--- config.mk ---
export PLATFORM = sky130hd
export DESIGN_NAME = pipe_hazard_ctrl
export DESIGN_NICKNAME = d
export VERILOG_FILES = /design/src/rtl/pipe_hazard_ctrl_pkg.sv /design/src/rtl/pipe_hazard_ctrl_hazard_detect.sv /design/src/rtl/pipe_hazard_ctrl.sv
export SDC_FILE = /design/constraint.sdc
export NUM_CORES = 1
export LEC_CHECK = 0
export ABC_AREA = 1
export CAP_MARGIN = 5
export CORE_ASPECT_RATIO = 1.4
export CORE_UTILIZATION = 46
export CTS_BUF_LIST = sky130_fd_sc_hd__clkbuf_16
export CTS_CLUSTER_SIZE = 24
export DETAILED_ROUTE_END_ITERATION = 12
export PLACE_DENSITY = 0.78
export SYNTH_ARGS = -nofsm -noshare
export SYNTH_HDL_FRONTEND = slang
export SYNTH_SLANG_ARGS = --single-unit
--- constraint.sdc ---
create_clock -name clk -period 1.6 [get_ports clk]
set_input_delay 0.16 -clock clk [delete_from_list [all_inputs] [get_ports clk]]
set_output_delay 0.16 -clock clk [all_outputs]
set_load 0.01 [all_outputs]
--- src/rtl/pipe_hazard_ctrl_pkg.sv ---
// Shared definitions for the pipeline sequencing controller: FSM states,
// ID-stage bypass source encodings and the register-match rule.
package pipe_hazard_ctrl_pkg;

    typedef enum logic [1:0] {
        ST_RUN      = 2'd0,
        ST_MDU_WAIT = 2'd1,
        ST_ERR      = 2'd2
    } ctrl_state_t;

    localparam logic [1:0] FWD_RF  = 2'b00;
    localparam logic [1:0] FWD_MEM = 2'b01;
    localparam logic [1:0] FWD_WB  = 2'b10;

    // $0 is hardwired, so a producer targeting it never creates a dependency.
    function automatic logic reg_match(input logic [4:0] src, input logic src_used,
                                       input logic [4:0] dst, input logic dst_regw);
        return src_used && dst_regw && (dst != 5'd0) && (dst == src);
    endfunction

endpackage

--- src/rtl/pipe_hazard_ctrl_hazard_detect.sv ---
// Combinational hazard terms and ID operand bypass selection for the
// instruction sitting in ID against the EX, MEM and WB producers.
module hazard_detect
    import pipe_hazard_ctrl_pkg::*;
(
    input  logic [4:0] id_rs,
    input  logic [4:0] id_rt,
    input  logic       id_use_rs,
    input  logic       id_use_rt,
    input  logic       id_is_branch,
    input  logic [4:0] ex_rd,
    input  logic       ex_regw,
    input  logic       ex_memr,
    input  logic [4:0] mem_rd,
    input  logic       mem_regw,
    input  logic       mem_memr,
    input  logic [4:0] wb_rd,
    input  logic       wb_regw,
    output logic       ld_use,
    output logic       br_ex,
    output logic       br_mem,
    output logic [1:0] fwd_a,
    output logic [1:0] fwd_b
);

    logic ex_hit;
    logic mem_hit;

    assign ex_hit  = reg_match(id_rs, id_use_rs, ex_rd, ex_regw)
                   | reg_match(id_rt, id_use_rt, ex_rd, ex_regw);
    assign mem_hit = reg_match(id_rs, id_use_rs, mem_rd, mem_regw)
                   | reg_match(id_rt, id_use_rt, mem_rd, mem_regw);

    assign ld_use = ex_hit & ex_memr;
    assign br_ex  = id_is_branch & ex_hit & ~ex_memr;
    assign br_mem = id_is_branch & mem_hit & mem_memr;

    // A load in MEM has no data yet, so only an ALU result there can bypass.
    function automatic logic [1:0] pick_src(input logic [4:0] src, input logic used);
        if (reg_match(src, used, mem_rd, mem_regw) && !mem_memr)
            return FWD_MEM;
        else if (reg_match(src, used, wb_rd, wb_regw))
            return FWD_WB;
        return FWD_RF;
    endfunction

    assign fwd_a = pick_src(id_rs, id_use_rs);
    assign fwd_b = pick_src(id_rt, id_use_rt);

endmodule

--- src/rtl/pipe_hazard_ctrl.sv ---
// Five-stage pipeline sequencer: stage enables/flushes, branch gating, MDU
// freeze with timeout, saturating stall counter and sticky error flag.
module pipe_hazard_ctrl
    import pipe_hazard_ctrl_pkg::*;
#(
    parameter int MDU_TIMEOUT = 64,
    parameter int CNT_W       = 32
) (
    input  logic             clk,
    input  logic             rst,
    input  logic [4:0]       id_rs,
    input  logic [4:0]       id_rt,
    input  logic             id_use_rs,
    input  logic             id_use_rt,
    input  logic             id_is_branch,
    input  logic             id_pcsel,
    input  logic [4:0]       ex_rd,
    input  logic [4:0]       mem_rd,
    input  logic [4:0]       wb_rd,
    input  logic             ex_regw,
    input  logic             mem_regw,
    input  logic             wb_regw,
    input  logic             ex_memr,
    input  logic             mem_memr,
    input  logic             ex_mdu_start,
    input  logic             mdu_done,
    output logic             pc_wr,
    output logic             ifid_wr,
    output logic             idex_wr,
    output logic             exmem_wr,
    output logic             memwb_wr,
    output logic             ifid_flush,
    output logic             idex_flush,
    output logic             exmem_flush,
    output logic             pcsel_en,
    output logic [1:0]       fwd_a,
    output logic [1:0]       fwd_b,
    output logic [CNT_W-1:0] stall_cnt,
    output logic             err
);

    localparam logic [9:0] TO_LAST = 10'(MDU_TIMEOUT - 1);

    ctrl_state_t state, state_nxt;
    logic [9:0]  to_cnt, to_cnt_nxt;
    logic        ld_use, br_ex, br_mem, stall;
    logic [1:0]  hz_fwd_a, hz_fwd_b, hold_fwd_a, hold_fwd_b;
    logic        count_stall;

    hazard_detect u_hazard_detect (
        .id_rs        (id_rs),
        .id_rt        (id_rt),
        .id_use_rs    (id_use_rs),
        .id_use_rt    (id_use_rt),
        .id_is_branch (id_is_branch),
        .ex_rd        (ex_rd),
        .ex_regw      (ex_regw),
        .ex_memr      (ex_memr),
        .mem_rd       (mem_rd),
        .mem_regw     (mem_regw),
        .mem_memr     (mem_memr),
        .wb_rd        (wb_rd),
        .wb_regw      (wb_regw),
        .ld_use       (ld_use),
        .br_ex        (br_ex),
        .br_mem       (br_mem),
        .fwd_a        (hz_fwd_a),
        .fwd_b        (hz_fwd_b)
    );

    assign stall = ld_use | br_ex | br_mem;

    // Bypass selects are captured every RUN cycle so the frozen ID
    // instruction keeps its sources while the MDU owns EX.
    always_ff @(posedge clk or negedge rst) begin
        if (!rst) begin
            state      <= ST_RUN;
            to_cnt     <= 10'd0;
            stall_cnt  <= '0;
            err        <= 1'b0;
            hold_fwd_a <= FWD_RF;
            hold_fwd_b <= FWD_RF;
        end else begin
            state  <= state_nxt;
            to_cnt <= to_cnt_nxt;
            if (count_stall && (stall_cnt != '1))
                stall_cnt <= stall_cnt + CNT_W'(1);
            if (state_nxt == ST_ERR)
                err <= 1'b1;
            if (state == ST_RUN) begin
                hold_fwd_a <= hz_fwd_a;
                hold_fwd_b <= hz_fwd_b;
            end
        end
    end

    always_comb begin
        state_nxt   = state;
        to_cnt_nxt  = to_cnt;
        pc_wr       = 1'b1;
        ifid_wr     = 1'b1;
        idex_wr     = 1'b1;
        exmem_wr    = 1'b1;
        memwb_wr    = 1'b1;
        ifid_flush  = 1'b0;
        idex_flush  = 1'b0;
        exmem_flush = 1'b0;
        pcsel_en    = 1'b0;
        fwd_a       = FWD_RF;
        fwd_b       = FWD_RF;

        unique case (state)
            ST_RUN: begin
                fwd_a      = hz_fwd_a;
                fwd_b      = hz_fwd_b;
                to_cnt_nxt = 10'd0;
                if (stall) begin
                    pc_wr      = 1'b0;
                    ifid_wr    = 1'b0;
                    idex_flush = 1'b1;
                end else if (id_pcsel) begin
                    pcsel_en   = 1'b1;
                    ifid_flush = 1'b1;
                end
                if (ex_mdu_start)
                    state_nxt = ST_MDU_WAIT;
            end
            ST_MDU_WAIT: begin
                fwd_a = hold_fwd_a;
                fwd_b = hold_fwd_b;
                if (mdu_done) begin
                    state_nxt  = ST_RUN;
                    to_cnt_nxt = 10'd0;
                end else begin
                    pc_wr       = 1'b0;
                    ifid_wr     = 1'b0;
                    idex_wr     = 1'b0;
                    exmem_flush = 1'b1;
                    if (to_cnt == TO_LAST)
                        state_nxt = ST_ERR;
                    else
                        to_cnt_nxt = to_cnt + 10'd1;
                end
            end
            ST_ERR: begin
                pc_wr    = 1'b0;
                ifid_wr  = 1'b0;
                idex_wr  = 1'b0;
                exmem_wr = 1'b0;
                memwb_wr = 1'b0;
            end
            default: state_nxt = ST_RUN;
        endcase

        count_stall = (state != ST_ERR) && !pc_wr;

        // Reset forces a fully frozen, flushed pipe regardless of state.
        if (!rst) begin
            pc_wr       = 1'b0;
            ifid_wr     = 1'b0;
            idex_wr     = 1'b0;
            exmem_wr    = 1'b0;
            memwb_wr    = 1'b0;
            ifid_flush  = 1'b1;
            idex_flush  = 1'b1;
            exmem_flush = 1'b1;
            pcsel_en    = 1'b0;
            fwd_a       = FWD_RF;
            fwd_b       = FWD_RF;
        end
    end

endmodule

==> summary.md, run 1 <==
| Metric | Value |
|---|---|
| Seq/Total Area, Yosys | `34.2%` |
| Initial Util | `between 40% and 50%` |
| Placeable core area | `7450 sq um` |
| H-tree Lvls | `2` |
| Routability cong. | `just under 1` |
| Synth Area in Adders | `less than 1%` |
| Via Count | `~5300` |
| PD cells | `~440 nW/um^2` |
| Number of buffers created by CTS | `5` |
| Utilization after layout | `87.3%` |
| Final wirelength | `17800 um` |
| Reg clk slew, reported paths | `70 ps` |
| XOR/XNOR Fraction of Synth Area | `8.80%` |
| CTS tree | `yes` |
| Count of final setup violators | `50` |
| Worst VDD drop | `0.494 mV` |
| Compound-gate portion of the synthesized area | `~4.7%` |
| Clock latency on the worst-skew pair | `approximately 300 ps` |
| Hold Violations, Final | `0` |
| Crit. Startpoint | `stall_cnt[5]` |
| Outcome | `finished with violations` |
| Crit start category | `register` |
| Fin cells | `883` |
| Num rows | `37` |
| Worst R2R Path Depth | `11` |
| Worst hold slack | `406 ps` |
| Max_slew headroom | `57.9%` |
| Clock skew | `9.82 ps` |
| Crit Path Category | `reg2reg` |
| Final min period | `2040 ps` |
| Mux cell area share after synthesis | `0%` |
| Share of cells above drive strength 1 | `46.9%` |
| P_leak | `0.00336 uW` |
| Post-Syn Area per Cell | `about 6.5 sq um` |
| Worst Tran Pin Value | `approximately 630 ps` |
| RR Endpoint | `stall_cnt[1]` |
| DR DRC count | `0` |
| Grt ovf | `0` |
| Max_cap viols | `0` |
| Vias in the first global route | `about 4800` |
| Die width | `76.6 um` |
| Clock tree buffer depth | `2` |
| Fmax | `just under 0.5 GHz` |
| Ys Warns | `0` |
| Crit path arrival time | `2280 ps` |
| FF-to-FF setup slack | `-440 ps` |
| Antenna viol nets, final | `0` |
| Synth Area in Simple Gates | `42.9%` |
| Final period util | `128%` |
| Clk root buf | `clkbuf_16` |
| First-pass GRT wire length | `roughly 22000 um` |
| RSZ-0062 raised after global routing | `yes` |
| Dpl ws | `-960 ps` |
| Via density | `5.95` |
| Worst r2r src | `stall_cnt[5]` |
| WP data required | `1840 ps` |
| Worst setup path endpoint | `stall_cnt[1]` |
| Layout area overhead | `81.5%` |
| Largest family of logic cells by synthesized area | `simple AND/OR/NAND/NOR gates` |
| # clock sinks | `49` |
| I/O pins | `84` |
| Port bufs | `83` |
| Cell Area, Synth | `3580 sq um` |
| Die ar. | `8150 sq um` |
| Die H | `106 um` |
| Violated checks | `negative setup slack` |
| Synthesized flop and latch total | `49` |
| Placed cells | `about 840` |
| Global Route Usage Sum | `roughly 34%` |
| Min-delay worst type | `in2async` |
| Per-cell routed wire length | `20.2 um` |
| Largest net degree at the start of global routing | `between 40 and 50` |
| HPWL after detailed placement | `9500 um` |
| Initial antenna violation count | `0` |
| Crit. End Element | `register` |
| DR iter-0 viols | `between 400 and 500` |
| Synth Instances | `552` |
| Final slew viol count | `0` |
| Pre-antenna DRT Iters | `7` |
| Worst setup margin | `-441 ps` |
| Design area | `6500 sq um` |
| Syn_nets | `approximately 600` |
| Fin nets | `825` |
| Yosys cell types | `31` |
| Diode count | `0` |
| Worst-path fanout max | `7` |
| Placed inst area | `approximately 5400 sq um` |
## layout make-up
type / count / area, sq um
fill: 373 / 950
multi-input combinational: 430 / 2680
clock buffer: 5 / 125
sequential: 49 / 1230
clock inverter: 3 / 41.3
inverter: 62 / 243
tap: 97 / 121
timing repair buffer: 237 / 2060
## worst max-delay path, stage by stage, from the launching register on
cell     delay (ps)
dfrtp_1         370
nand2_1         140
nor3_4          200
nand2_2         110
nor4_4          290
nand3_2         150
buf_6           160
nand2_4          80
buf_12          150
buf_16          150
nand2_4          80
nand2_2          90
## logic make-up (layout without fill, tap and decap cells)
| logic type | Yosys count | after routing |
|---|---|---|
| and+or+nand+nor | 362 | 362 |
| buffers and inverters | 73 | 307 |
| DFF | 49 | 49 |
| xor gates and xnor gates | 36 | 36 |
| AOI/OAI and AO/OA | 30 | 30 |
| adders and majority gates | 2 | 2 |
## flip-flops by register name, indices dropped and copies added (netlist names)
register and flops:
err 1, stall_cnt 32, to_cnt 10, hold_fwd_b 2, state 2, hold_fwd_a 2
## synthesized netlist by cell type, drive strengths merged
library cell	number	area share [%]
ha	2	0.70
o22ai	2	0.35
and3	1	0.17
nor3b	3	0.63
o21ai	10	1.4
dfrtp	49	34
inv	62	6.5
a32o	1	0.28
nand4	8	1.4
nor4	3	0.70
nor2	54	5.9
nand3	52	7.4
xnor2	11	2.7
nand2	214	23
xor2	25	6.1
o31ai	1	0.21
nor3	22	3.2
o2111ai	1	0.24
a211oi	2	0.42
a21oi	13	1.8
buf	11	2.2
or2	5	0.87
## metal layers
layer / part of all wire, % / global-route usage [%]
met5: 0 / 0
met4: 10 / 22.0
met3: 8.3 / 3.78
met2: 50 / 67.5
met1: 31 / 33.5
## how the worst min path moves through the flow
stage,from,to,slack [ps],cells past startpoint
final,rst,hold_fwd_b[0],410,3
after floorplan,rst,err,-140,0
after detailed placement,rst,hold_fwd_b[0],130,2
after CTS,rst,hold_fwd_b[0],400,3
after global routing,rst,err,420,3
after global placement,rst,hold_fwd_a[1],140,2
## stage by stage
stage	total power [uW]	setup TNS, ps
CTS	2800	-5210
global route	2960	-14610
floorplan	1380	-6.01
detailed placement	1610	-29320
finish	2880	-12780
global placement	1610	-28550
## placed cells by master, fill, tap and decap left out, types with 11 or more instances in the layout
master	n
nand2_1	141
buf_2	12
buf_6	25
inv_1	37
nand3_2	15
nor2_1	33
nor3_1	12
clkdlybuf4s50_1	34
xor2_1	24
nor2_2	17
buf_4	127
nand2_2	52
dfrtp_1	48
dlygate4sd2_1	11
nand2_4	21
clkbuf_2	12
nand3_1	36
a21oi_2	12
inv_2	21
## where the power goes
part / internal [uW] / total [uW] / switching [uW]
clock: 734 / 1250 / 516
combinational: 171 / 379 / 208
sequential: 1240 / 1250 / 6.52
total: 2150 / 2880 / 730
## timing repair
item / in CTS / in global routing
cloned: 4 / 1
hold endpoints to repair: 5 / 0
resized for setup: 162 / 207
pin swaps: 29 / 36
hold buffers: 1 / 0
endpoints found under the setup margin: 48 / 53
setup buffers: 13 / 20
Note: power is estimated with default switching activity, not from simulation.
==> run 2: changes to the inputs <==
--- a/config.mk
+++ b/config.mk
@@ -10,7 +10,7 @@
 export CORE_ASPECT_RATIO = 1.4
 export CORE_UTILIZATION = 46
 export CTS_BUF_LIST = sky130_fd_sc_hd__clkbuf_16
-export CTS_CLUSTER_SIZE = 24
+export CTS_CLUSTER_SIZE = 14
 export DETAILED_ROUTE_END_ITERATION = 12
 export PLACE_DENSITY = 0.78
 export SYNTH_ARGS = -nofsm -noshare
==> results of run 2 <==
Same layout as run 1: the final DEF is identical, and so are final timing and power.
==> edit 1 (flow settings as in run 2) <==
Encoding of `ctrl_state_t`: now one-hot (3 bits for 3 states).
--- a/src/rtl/pipe_hazard_ctrl_pkg.sv
+++ b/src/rtl/pipe_hazard_ctrl_pkg.sv
@@ -2,10 +2,10 @@
 // ID-stage bypass source encodings and the register-match rule.
 package pipe_hazard_ctrl_pkg;
 
-    typedef enum logic [1:0] {
-        ST_RUN      = 2'd0,
-        ST_MDU_WAIT = 2'd1,
-        ST_ERR      = 2'd2
+    typedef enum logic [2:0] {
+        ST_RUN      = 3'b001,
+        ST_MDU_WAIT = 3'b010,
+        ST_ERR      = 3'b100
     } ctrl_state_t;
 
     localparam logic [1:0] FWD_RF  = 2'b00;
Formal check against the unedited RTL: same outputs for any inputs over 10 cycles, from zero or initial values and one cycle with rst low; not proved beyond that.
==> edit 1 against run 2 <==
The flow still finishes with violations (negative setup slack); synthesized area up 4.6%; via count decreased by 9.5%; critical path type is now reg -> out; worst hold slack improved by 0.010 ns; maximum frequency up 6.2%; highest routed layer unchanged; global-route usage down 1.8 points; die area grew 4.5%; register-to-register slack gained 0.14 ns; worst setup slack improved by 0.12 ns; final area shrank 6.4%; routed wire length is 18% lower; sequential cell count is 1 higher.
Power is not compared: it rests on default switching activity, and its combinational part moved more than twofold at a synthesized area within 25%.
==> edit 1: results <==
{
  "finalClockSkew_ns": 0.0112,
  "syn-num-nets": 621,
  "yosysSeqAreaShare_pct": 33.4,
  "setup_ws_ns": -0.322,
  "hpwl_um": 9760,
  "final_nets": 823,
  "cp_slowest_cell": "dfstp_2",
  "grt_pass1_vias": 4607,
  "failed_checks": "negative setup slack",
  "track_usage_pct": 32.6,
  "placed_cells": 854,
  "grt_antenna_before_repair": 1,
  "regToRegStartpoint": "state[0]$_DFF_PN1_",
  "synth_compound_area_share_pct": 5.84,
  "wl_met2_um": 7950,
  "reg_top3": "stall_cnt x32, to_cnt x10, state x3",
  "netlist_instances": 581,
  "r2r_slack_ns": -0.30,
  "post-place-ws_ns": -0.715,
  "finalSetupViolations": 55,
  "dr.pass1.iters": 5,
  "cp-endpoint": "fwd_a[1]",
  "grt_max_degree": 37,
  "tns_ns": -11.41,
  "rr_endpoint": "stall_cnt[22]$_DFFE_PN0P_",
  "synthTopCellsByCount": "217 x nand2_1, 66 x nor2_1, 59 x inv_1",
  "max_stage_delay_ns": 0.41,
  "synthTopCellsByArea": "dfrtp_1 33%, nand2_1 22%, nand4_1 6.7%",
  "finalNonFillerCells": 885,
  "grt_pass1_wl_um": 21500,
  "synth_cell_type_count": 33,
  "status": "complete, but fails checks",
  "synthAdderAreaFrac_pct": 0.667,
  "tightest_slew_ns": 0.471
}
[edit 1: changes by cell type after synthesis, moves of 7 or more]
cell	delta
a21oi_1	+8
nand3_1	-23
nor3_1	-8
nor2_1	+14
nand4_1	+32
xor2_1	-7
[edit 1: timing repair]
| action | 4_1_cts | 5_1_grt |
|---|---|---|
| hold endpoints to repair | 13 | 0 |
| buffers inserted | 12 | 7 |
| pin swaps | 27 | 26 |
| setup endpoints to repair | 56 | 59 |
| gates cloned | 3 | 0 |
| hold buffers | 2 | 0 |
| resized for setup | 139 | 79 |
[edit 1: area by class of cell]
class                           instances  area [µm²]
Antenna cell                            1        2.50
Timing Repair Buffer                  209        1840
Inverter                               65         251
Tap cell                              100         125
Clock inverter                          3        28.8
Multi-Input combinational cell        452        2460
Clock buffer                            5         125
Sequential cell                        50        1260
Fill cell                             567        1760
[edit 1: layer usage]
layer | GRT usage (%) | up-vias
li1 | - | 2276
met1 | 32.8 | 2245
met2 | 63.2 | 190
met3 | 4.60 | 47
met4 | 18.7 | 0
met5 | 0 | -
==> edit 2 (flow settings as in run 2) <==
Made on the original files. Change the parameter `CNT_W` from 32 to 64.
--- a/src/rtl/pipe_hazard_ctrl.sv
+++ b/src/rtl/pipe_hazard_ctrl.sv
@@ -4,7 +4,7 @@
     import pipe_hazard_ctrl_pkg::*;
 #(
     parameter int MDU_TIMEOUT = 64,
-    parameter int CNT_W       = 32
+    parameter int CNT_W       = 64
 ) (
     input  logic             clk,
     input  logic             rst,
Interface: changed (resized stall_cnt); port bits go from 84 to 116. No check against the original RTL was run, so the function may have changed too.
==> edit 2 against run 2 <==
The run still ends with negative setup slack left; routed wire length grew 58%; first-iteration DRC count grew 41%; synthesized area grew 80%; sequential cell count grew 32; power grew 61%; final area grew 67%; worst hold slack lost 0.25 ns; final cell count grew 75%; count of clock-buffer cells in the layout grew 4; worst setup slack lost 0.045 ns.
==> edit 2: results <==
{
  "grt_pass1_vias": 7938,
  "port_buffers": 115,
  "yosys_warnings": 0,
  "synthAdderAreaFrac_pct": 0.388,
  "tns_ns": -26.99,
  "drive_gt1_share_pct": 37.7,
  "dr_total_vias": 8441,
  "cp_max_fo": 6,
  "worstSetupStartpoint": "stall_cnt[0]$_DFFE_PN0P_",
  "wl_per_cell_um": 18.2,
  "cp_slowest_cell": "dfrtp_2",
  "max_stage_delay_ns": 0.39,
  "synth_flop_cell": "dfrtp_1",
  "clk_pin_slew_ns": 0.08,
  "synth_compound_area_share_pct": 3.12,
  "p_sw_share_pct": 25.8,
  "p_leak_nw": 5.57,
  "holdWs_ns": 0.159,
  "syn-num-nets": 1010,
  "synthTopCellsByArea": "dfrtp_1 31%, nand2_1 21%, nand3_2 9.5%",
  "finalNonFillerCells": 1547,
  "numCtsBuffers": 9,
  "vdd_drop_max_mv": 0.436,
  "placed_area_um2": 9540,
  "grt_max_degree": 43,
  "h-tree-depth": 3,
  "final_nets": 1400,
  "grt_pass1_wl_um": 37900,
  "hpwl_um": 18600,
  "synth_cell_type_count": 32,
  "rr_worst_depth": 10,
  "track_usage_pct": 34.2,
  "failed_checks": "negative setup slack",
  "yosys-mux-area-fraction_pct": 0,
  "yosysSeqAreaShare_pct": 31.4,
  "finalSetupViolations": 81,
  "drtIter0Drc": 589,
  "synth_xor_area_share_pct": 7.74,
  "setup_ws_ns": -0.486,
  "gp_congestion": 1.01,
  "synthTopCellsByCount": "366 x nand2_1, 121 x nor2_1, 100 x inv_1",
  "slew_headroom_pct": 59.9,
  "finalClockSkew_ns": 0.0126,
  "post-place-ws_ns": -0.981,
  "clock_latency_ns": 0.35,
  "status": "complete, but fails checks",
  "reg_top3": "stall_cnt x64, to_cnt x10",
  "cp-endpoint": "stall_cnt[63]$_DFFE_PN0P_",
  "netlist_instances": 970,
  "grt_antenna_before_repair": 0
}
edit 2: changes by cell type after synthesis, moves of 3 or more:
cell,delta
inv_1,+40
nand3b_1,+3
nand4_1,+9
nand2_1,+154
dfrtp_1,+32
nand3_2,+60
o21ai_0,+8
xnor2_1,+8
inv_2,+5
nor3_1,+7
xor2_1,+13
nor2_1,+69
buf_6,+10
edit 2: power groups by stage:
| stage | Clock (mW) | Sequential, mW | Combinational (mW) |
|---|---|---|---|
| final | 2.24 | 2.05 | 0.354 |
| after global routing | 2.31 | 2.05 | 0.385 |
| after CTS | 2.23 | 2.05 | 0.332 |
| after detailed placement | 0 | 2.09 | 0.341 |
| after global placement | 0 | 2.09 | 0.337 |
| after floorplan | 0 | 2.09 | 0.101 |
edit 2: kinds of logic (layout without fill, tap and decap cells):
kind of cell | after synthesis | after routing
adders and majority gates | 2 | 2
and+or+nand+nor | 662 | 663
DFF | 81 | 81
AOI/OAI and AO/OA | 38 | 38
buffers and inverters | 130 | 524
xor gates and xnor gates | 57 | 57
edit 2: metal layers:
layer  up-vias  part of all wire (%)  GRT usage, %
met5         -                     0             0
met4         0                   8.9          27.2
li1       3848                     -             -
met1      3966                    34          34.8
met3       158                   6.2          5.75
met2       469                    50          60.5
edit 2: layout make-up:
type | instances | area, µm²
clock buffers | 9 | 225
clock inverters | 7 | 85.1
fillers | 887 | 2680
inverters | 108 | 423
multi-input cells | 760 | 4310
flip-flops and latches | 81 | 2030
well taps | 182 | 228
repair buffers | 400 | 3530
edit 2: timing repair:
action	CTS	global route
hold buffers	1	0
resized for setup	173	139
endpoints found under the hold margin	5	0
setup endpoints to repair	98	100
buffers inserted	13	25
gates cloned	0	8
pin swaps	24	37
